$ cat config.mk
export PLATFORM = sky130hd
export DESIGN_NAME = mul_fifo_dp_flat
export DESIGN_NICKNAME = d
export VERILOG_FILES = /design/src/rtl/mul_fifo_dp_if.sv /design/src/rtl/mul_fifo_dp.sv /design/src/flat_wrapper.sv
export SDC_FILE = /design/constraint.sdc
export NUM_CORES = 1
export LEC_CHECK = 0
export BUFFER_PORTS_ARGS = -buffer_cell sky130_fd_sc_hd__buf_2
export CAP_MARGIN = 20
export CELL_PAD_IN_SITES_DETAIL_PLACEMENT = 0
export CELL_PAD_IN_SITES_GLOBAL_PLACEMENT = 1
export CORE_MARGIN = 2
export CORE_UTILIZATION = 50
export DETAILED_ROUTE_END_ITERATION = 12
export PLACE_DENSITY = 0.73
export SETUP_SLACK_MARGIN = 0.05
export SLEW_MARGIN = 5
export SYNTH_ARGS = -nofsm -noshare
export SYNTH_HDL_FRONTEND = slang
export SYNTH_SLANG_ARGS = --single-unit
export TNS_END_PERCENT = 50
$ cat constraint.sdc
create_clock -name clk -period 5.1 [get_ports clk]
set_input_delay 0.255 -clock clk [delete_from_list [all_inputs] [get_ports clk]]
set_output_delay 0.255 -clock clk [all_outputs]
set_load 0.01 [all_outputs]
$ cat src/rtl/mul_fifo_dp_if.sv
// Bundle between the FIFO next-state logic (master) and the
// state/datapath stage mul_fifo_dp (slave).
interface mul_fifo_dp_if #(
   parameter int DATA_WIDTH = 32
);
   logic [2:0]            next_state;
   logic [DATA_WIDTH-1:0] din;
   logic [2:0]            state;
   logic [3:0]            data_count;
   logic [DATA_WIDTH-1:0] dout;
   logic                  full;
   logic                  empty;
   logic                  wr_ack;
   logic                  wr_err;
   logic                  rd_ack;
   logic                  rd_err;
   logic [7:0]            err_count;

   modport master (
      output next_state, din,
      input  state, data_count, dout, full, empty,
             wr_ack, wr_err, rd_ack, rd_err, err_count
   );

   modport slave (
      input  next_state, din,
      output state, data_count, dout, full, empty,
             wr_ack, wr_err, rd_ack, rd_err, err_count
   );
endinterface

$ cat src/rtl/mul_fifo_dp.sv
// State register and datapath of the 8-entry FIFO: storage, pointers, count, dout, strobes.
// Optional saturating error counter enabled by defining MUL_FIFO_DP_ERR_CNT_EN.
module mul_fifo_dp #(
   parameter int DATA_WIDTH = 32
) (
   input  logic             clk,
   input  logic             reset_n,
   mul_fifo_dp_if.slave     bus
);
   localparam logic [2:0] ST_INIT     = 3'b000;
   localparam logic [2:0] ST_NO_OP    = 3'b001;
   localparam logic [2:0] ST_WRITE    = 3'b010;
   localparam logic [2:0] ST_WR_ERROR = 3'b011;
   localparam logic [2:0] ST_READ     = 3'b100;
   localparam logic [2:0] ST_RD_ERROR = 3'b101;
   localparam logic [3:0] DEPTH       = 4'd8;

   logic [2:0]            state_q, state_d;
   logic [2:0]            head_q, head_d;
   logic [2:0]            tail_q, tail_d;
   logic [3:0]            count_q, count_d;
   logic [DATA_WIDTH-1:0] dout_q, dout_d;
   logic                  wr_en_d;
   logic [DATA_WIDTH-1:0] mem_q [0:7];

   // next-state action decode; defensive full/empty conversions rewrite the registered state
   always_comb begin
      state_d = bus.next_state;
      head_d  = head_q;
      tail_d  = tail_q;
      count_d = count_q;
      dout_d  = dout_q;
      wr_en_d = 1'b0;
      case (bus.next_state)
         ST_INIT: begin
            head_d  = 3'd0;
            tail_d  = 3'd0;
            count_d = 4'd0;
            dout_d  = '0;
         end
         ST_WRITE: begin
            if (count_q != DEPTH) begin
               wr_en_d = 1'b1;
               tail_d  = tail_q + 3'd1;
               count_d = count_q + 4'd1;
            end else begin
               state_d = ST_WR_ERROR;
            end
         end
         ST_READ: begin
            if (count_q != 4'd0) begin
               dout_d  = mem_q[head_q];
               head_d  = head_q + 3'd1;
               count_d = count_q - 4'd1;
            end else begin
               state_d = ST_RD_ERROR;
            end
         end
         ST_NO_OP, ST_WR_ERROR, ST_RD_ERROR: begin
            state_d = bus.next_state;
         end
         default: begin
            state_d = ST_NO_OP;
         end
      endcase
   end

   // control and output registers
   always_ff @(posedge clk or negedge reset_n) begin
      if (!reset_n) begin
         state_q <= ST_INIT;
         head_q  <= 3'd0;
         tail_q  <= 3'd0;
         count_q <= 4'd0;
         dout_q  <= '0;
      end else begin
         state_q <= state_d;
         head_q  <= head_d;
         tail_q  <= tail_d;
         count_q <= count_d;
         dout_q  <= dout_d;
      end
   end

   // storage array is deliberately not reset
   always_ff @(posedge clk) begin
      if (wr_en_d) begin
         mem_q[tail_q] <= bus.din;
      end
   end

`ifdef MUL_FIFO_DP_ERR_CNT_EN
   logic [7:0] err_q, err_d;

   // count every edge that registers an error state, saturating at 255
   always_comb begin
      err_d = err_q;
      if (bus.next_state == ST_INIT) begin
         err_d = 8'd0;
      end else if (((state_d == ST_WR_ERROR) || (state_d == ST_RD_ERROR)) &&
                   (err_q != 8'hFF)) begin
         err_d = err_q + 8'd1;
      end else begin
         err_d = err_q;
      end
   end

   // error counter register
   always_ff @(posedge clk or negedge reset_n) begin
      if (!reset_n) begin
         err_q <= 8'd0;
      end else begin
         err_q <= err_d;
      end
   end

   assign bus.err_count = err_q;
`else
   assign bus.err_count = 8'd0;
`endif

   assign bus.state      = state_q;
   assign bus.data_count = count_q;
   assign bus.dout       = dout_q;
   assign bus.full       = (count_q == DEPTH);
   assign bus.empty      = (count_q == 4'd0);
   assign bus.wr_ack     = (state_q == ST_WRITE);
   assign bus.wr_err     = (state_q == ST_WR_ERROR);
   assign bus.rd_ack     = (state_q == ST_READ);
   assign bus.rd_err     = (state_q == ST_RD_ERROR);
endmodule

$ cat src/flat_wrapper.sv
// flat-port wrapper written by rule: the top's interface ports become plain ports
module mul_fifo_dp_flat 
#(
   parameter int DATA_WIDTH = 32
)
  (clk, reset_n, bus_next_state, bus_din, bus_state, bus_data_count, bus_dout, bus_full, bus_empty, bus_wr_ack, bus_wr_err, bus_rd_ack, bus_rd_err, bus_err_count);
  mul_fifo_dp_if #(.DATA_WIDTH(DATA_WIDTH)) bus_i ();
  input  logic clk;
  input  logic reset_n;
  input wire logic [$bits(bus_i.next_state)-1:0] bus_next_state;
  input wire logic [$bits(bus_i.din)-1:0] bus_din;
  output wire logic [$bits(bus_i.state)-1:0] bus_state;
  output wire logic [$bits(bus_i.data_count)-1:0] bus_data_count;
  output wire logic [$bits(bus_i.dout)-1:0] bus_dout;
  output wire logic [$bits(bus_i.full)-1:0] bus_full;
  output wire logic [$bits(bus_i.empty)-1:0] bus_empty;
  output wire logic [$bits(bus_i.wr_ack)-1:0] bus_wr_ack;
  output wire logic [$bits(bus_i.wr_err)-1:0] bus_wr_err;
  output wire logic [$bits(bus_i.rd_ack)-1:0] bus_rd_ack;
  output wire logic [$bits(bus_i.rd_err)-1:0] bus_rd_err;
  output wire logic [$bits(bus_i.err_count)-1:0] bus_err_count;
  assign bus_i.next_state = bus_next_state;
  assign bus_i.din = bus_din;
  assign bus_state = bus_i.state;
  assign bus_data_count = bus_i.data_count;
  assign bus_dout = bus_i.dout;
  assign bus_full = bus_i.full;
  assign bus_empty = bus_i.empty;
  assign bus_wr_ack = bus_i.wr_ack;
  assign bus_wr_err = bus_i.wr_err;
  assign bus_rd_ack = bus_i.rd_ack;
  assign bus_rd_err = bus_i.rd_err;
  assign bus_err_count = bus_i.err_count;
  mul_fifo_dp #(.DATA_WIDTH(DATA_WIDTH)) u_core (.clk(clk), .reset_n(reset_n), .bus(bus_i));
endmodule
==> load_flow_metrics.sql <==
INSERT INTO impl_metrics (metric_group, metric, value, unit) VALUES
('logic_synthesis', 'yosys-top-cells-area', 'sky130_fd_sc_hd__edfxtp_1 (66%), sky130_fd_sc_hd__mux4_2 (12%), sky130_fd_sc_hd__dfrtp_1 (9.7%)', ''),
('die', 'floorplan.die.height', '156', 'um'),
('power_and_ir_drop', 'power.density_cell_area', '493', 'mW/mm2'),
('layout', 'insertedDiodeCount', '0', ''),
('logic_synthesis', 'synth_seq_cells', '301', ''),
('power_and_ir_drop', 'p_leak', '4.76', 'nW'),
('die', 'design.portCount', '90', ''),
('timing', 'final-max-slew-violation-count', '0', ''),
('timing', 'timing.clock.skew', '0.00916', 'ns'),
('worst_setup_path', 'r2r.worst_path.cells', '4', ''),
('logic_synthesis', 'post_synthesis_instance_area', '0.0116', 'mm2'),
('flow_run', 'cap_viol_max_count', '0', ''),
('timing', 'layout_setup_ws', '2.18', 'ns'),
('worst_setup_path', 'crit_path_start_kind', 'flop', ''),
('timing', 'slew_headroom', '27.8', '%'),
('clocking', 'worstSkewPairLatency', '0.54', 'ns'),
('placed_design', 'hpwlAfterDp', '11.9', 'mm'),
('worst_setup_path', 'endpoint_of_the_worst_register_to_register_path', 'u_core.mem_q[6][14]', ''),
('die', 'initial_core_util', '51.0', '%'),
('global_route', 'grt_pass1_wl', '33.2', 'mm'),
('routing', 'postRouteAntennaNets', '0', ''),
('logic_synthesis', 'synthesis.area_per_instance', '20.3', 'um2'),
('placed_design', 'postPlaceCellArea', '0.0123', 'mm2'),
('layout', 'fin_cells', '1009', ''),
('timing', 'worst-slew-pin-transition', '1.08', 'ns'),
('logic_synthesis', 'postSynth.topFlopCell', 'sky130_fd_sc_hd__edfxtp_1', ''),
('routing', 'route.detailed.drc', '0', ''),
('global_route', 'grtUsageTotal', '17.9', '%'),
('worst_setup_path', 'setup_cp_type', 'reg2reg', ''),
('worst_setup_path', 'r2r_slack', '2.18', 'ns'),
('hold_path', 'hp-class', 'in2reg', ''),
('timing', 'rsz0062_at_grt', 'false', ''),
('logic_synthesis', 'synth_area_leader_cell', 'sky130_fd_sc_hd__edfxtp_1', ''),
('logic_synthesis', 'synth.cells.most_frequent', 'sky130_fd_sc_hd__edfxtp_1 (256), sky130_fd_sc_hd__mux4_2 (64), sky130_fd_sc_hd__dfrtp_1 (45), sky130_fd_sc_hd__nand2_1 (41), sky130_fd_sc_hd__mux2i_1 (32)', ''),
('global_route', 'antenna_violations_before_repair', '0', ''),
('worst_setup_path', 'required_time_reported_for_the_critical_path_endpoint', '5.26', 'ns'),
('clocking', 'cts-root-to-sink-buffers', '3', ''),
('layout', 'syn_to_final_growth', '19.2', '%'),
('layout', 'drive_gt1_share', '31.8', '%'),
('outcome', 'status', 'completed', ''),
('placed_design', 'place.port_buffers', '81', ''),
('routing', 'routed-via-count', '5595', ''),
('logic_synthesis', 'yosysSeqAreaShare', '76.1', '%'),
('timing', 'setup_failing_eps_final', '0', ''),
('logic_synthesis', 'synth_enable_flop_cells', '256', ''),
('timing', 'min_cycle_time_layout', '2.92', 'ns'),
('routing', 'first_iter_violations', '368', ''),
('logic_synthesis', 'distinct_cells_synth', '42', ''),
('clocking', 'tritoncts_buffer_count', '30', ''),
('timing', 'setup_total_negative_slack', '0', 'ns'),
('logic_synthesis', 'yosys.area.top_type_share', '66.4', '%'),
('global_route', 'grt_max_degree', '48', ''),
('placed_design', 'dp_worst_setup_slack', '2.12', 'ns'),
('clocking', 'clock-root-buffer', 'sky130_fd_sc_hd__clkbuf_16', ''),
('clocking', 'clock_pin_slew_on_the_worst_setup_and_hold_paths', '0.06', 'ns'),
('placed_design', 'gp_congestion', '0.717', ''),
('timing', 'holdWs', '0.0142', 'ns'),
('clocking', 'cts_tree', 'yes', ''),
('hold_path', 'min_to', 'u_core.mem_q[4][31]', ''),
('die', 'num_rows', '55', ''),
('worst_setup_path', 'critical_path_arrival', '3.08', 'ns'),
('logic_synthesis', 'synthCells', '571', ''),
('routing', 'viasPerCell', '5.55', ''),
('logic_synthesis', 'asyncSetResetFlopFracSynth', '15.0', '%'),
('logic_synthesis', 'synth-warning-count', '0', ''),
('die', 'die_w', '156', 'um'),
('hold_path', 'hp-start', 'bus_din[31]', ''),
('global_route', 'first_global_vias', '6015', ''),
('routing', 'wl_per_cell', '20.8', 'um'),
('worst_setup_path', 'critical_path.endpoint_type', 'flop', ''),
('layout', 'nets', '741', '');
report_power, final:
part | total [W] | leakage (nW) | switching, W | internal (W)
Clock | 0.00238 | 0.544 | 0.000881 | 0.00150
Combinational | 0.00129 | 1.33 | 0.000591 | 0.000703
Sequential | 0.00314 | 2.90 | 0.000269 | 0.00287
Total | 0.00681 | 4.76 | 0.00174 | 0.00507
worst max-delay path by stage:
stage | from | to | slack (ns) | depth (start not counted)
6_report | u_core.bus.data_count[1] | u_core.mem_q[6][14] | 2.18 | 4
2_1_floorplan | u_core.bus.data_count[1] | u_core.mem_q[0][0] | 1.18 | 4
3_3_place_gp | u_core.bus.data_count[1] | u_core.mem_q[2][22] | 2.28 | 4
5_1_grt | u_core.bus.data_count[1] | u_core.mem_q[6][12] | 1.88 | 4
3_5_place_dp | u_core.bus.data_count[1] | u_core.mem_q[2][22] | 2.12 | 4
4_1_cts | u_core.bus.data_count[1] | u_core.mem_q[2][28] | 2.10 | 4
layer usage:
metal	up-vias	track usage, %	share of wire [%]
met5	-	0	0
met1	2900	23.7	44
li1	2532	-	-
met4	0	4.46	1.4
met3	23	2.75	4.7
met2	140	31.4	50
critical path, cell delays in order, from the launching register on:
cell,delay (ns)
sky130_fd_sc_hd__dfrtp_1,0.48
sky130_fd_sc_hd__nor3_1,0.18
sky130_fd_sc_hd__a211oi_1,0.56
sky130_fd_sc_hd__nand2b_1,0.37
sky130_fd_sc_hd__nor2_4,0.91
stage by stage:
stage	utilization, %	power [W]
floorplan	-	0.00407
global placement	54.0	0.00446
detailed placement	54.0	0.00449
CTS	60.3	0.00690
global route	60.8	0.00714
finish	60.8	0.00681
what timing repair did:
| item | CTS | global route |
|---|---|---|
| endpoints found under the setup margin | 0 | 0 |
| hold endpoints to repair | 283 | 0 |
| buffers inserted | 0 | 0 |
| hold buffers | 32 | 0 |
registers in the layout, indices dropped and copies added (netlist names):
| register | cells |
|---|---|
| u_core.tail_q | 3 |
| u_core.bus.dout | 32 |
| u_core.mem_q | 256 |
| u_core.head_q | 3 |
| u_core.bus.data_count | 4 |
| u_core.bus.state | 3 |
logic make-up (layout without fill, tap and decap cells):
group                    Yosys count  after routing  share of synthesized area [%]
AND/OR/NAND/NOR                   72             72                           2.98
other                              1              8                         0.0324
multiplexers                      97             97                           15.3
XOR/XNOR                           6              6                          0.454
buffers and inverters             39            185                           1.98
flip-flops                       301            301                           76.1
AO/OA/AOI/OAI                     51             51                           2.67
adder cells (fa/ha/maj)            4              4                          0.432
layout by cell type (no fill, tap or decap), types with 3 or more instances in the layout:
cell type / netlist / layout
sky130_fd_sc_hd__bufinv_16: 0 / 7
sky130_fd_sc_hd__mux2i_1: 32 / 32
sky130_fd_sc_hd__o21ai_0: 29 / 29
sky130_fd_sc_hd__nand3_1: 3 / 3
sky130_fd_sc_hd__edfxtp_1: 256 / 256
sky130_fd_sc_hd__nand2_1: 41 / 41
sky130_fd_sc_hd__xnor2_1: 3 / 3
sky130_fd_sc_hd__o21ai_1: 6 / 6
sky130_fd_sc_hd__conb_1: 1 / 8
sky130_fd_sc_hd__o21ai_2: 4 / 4
sky130_fd_sc_hd__xor2_1: 3 / 3
sky130_fd_sc_hd__buf_4: 13 / 8
sky130_fd_sc_hd__ha_1: 4 / 4
sky130_fd_sc_hd__buf_2: 7 / 81
sky130_fd_sc_hd__inv_1: 4 / 4
sky130_fd_sc_hd__clkbuf_8: 0 / 3
sky130_fd_sc_hd__clkbuf_16: 0 / 31
sky130_fd_sc_hd__nand2b_1: 4 / 4
sky130_fd_sc_hd__dfrtp_1: 45 / 42
sky130_fd_sc_hd__buf_16: 0 / 4
sky130_fd_sc_hd__nor2_4: 0 / 6
sky130_fd_sc_hd__dlygate4sd3_1: 0 / 32
sky130_fd_sc_hd__clkinv_2: 0 / 9
sky130_fd_sc_hd__mux4_2: 64 / 64
final cells by class:
type	count	area, um2	share of cell area (%)
Clock buffer	36	825	5.97
Clock inverter	20	278	2.01
Inverter	4	15.0	0.109
Multi-Input combinational cell	238	2620	18.9
Sequential cell	301	8820	63.9
Tap cell	285	357	2.58
Timing Repair Buffer	125	896	6.49
Power figures use the tool's default switching activity.
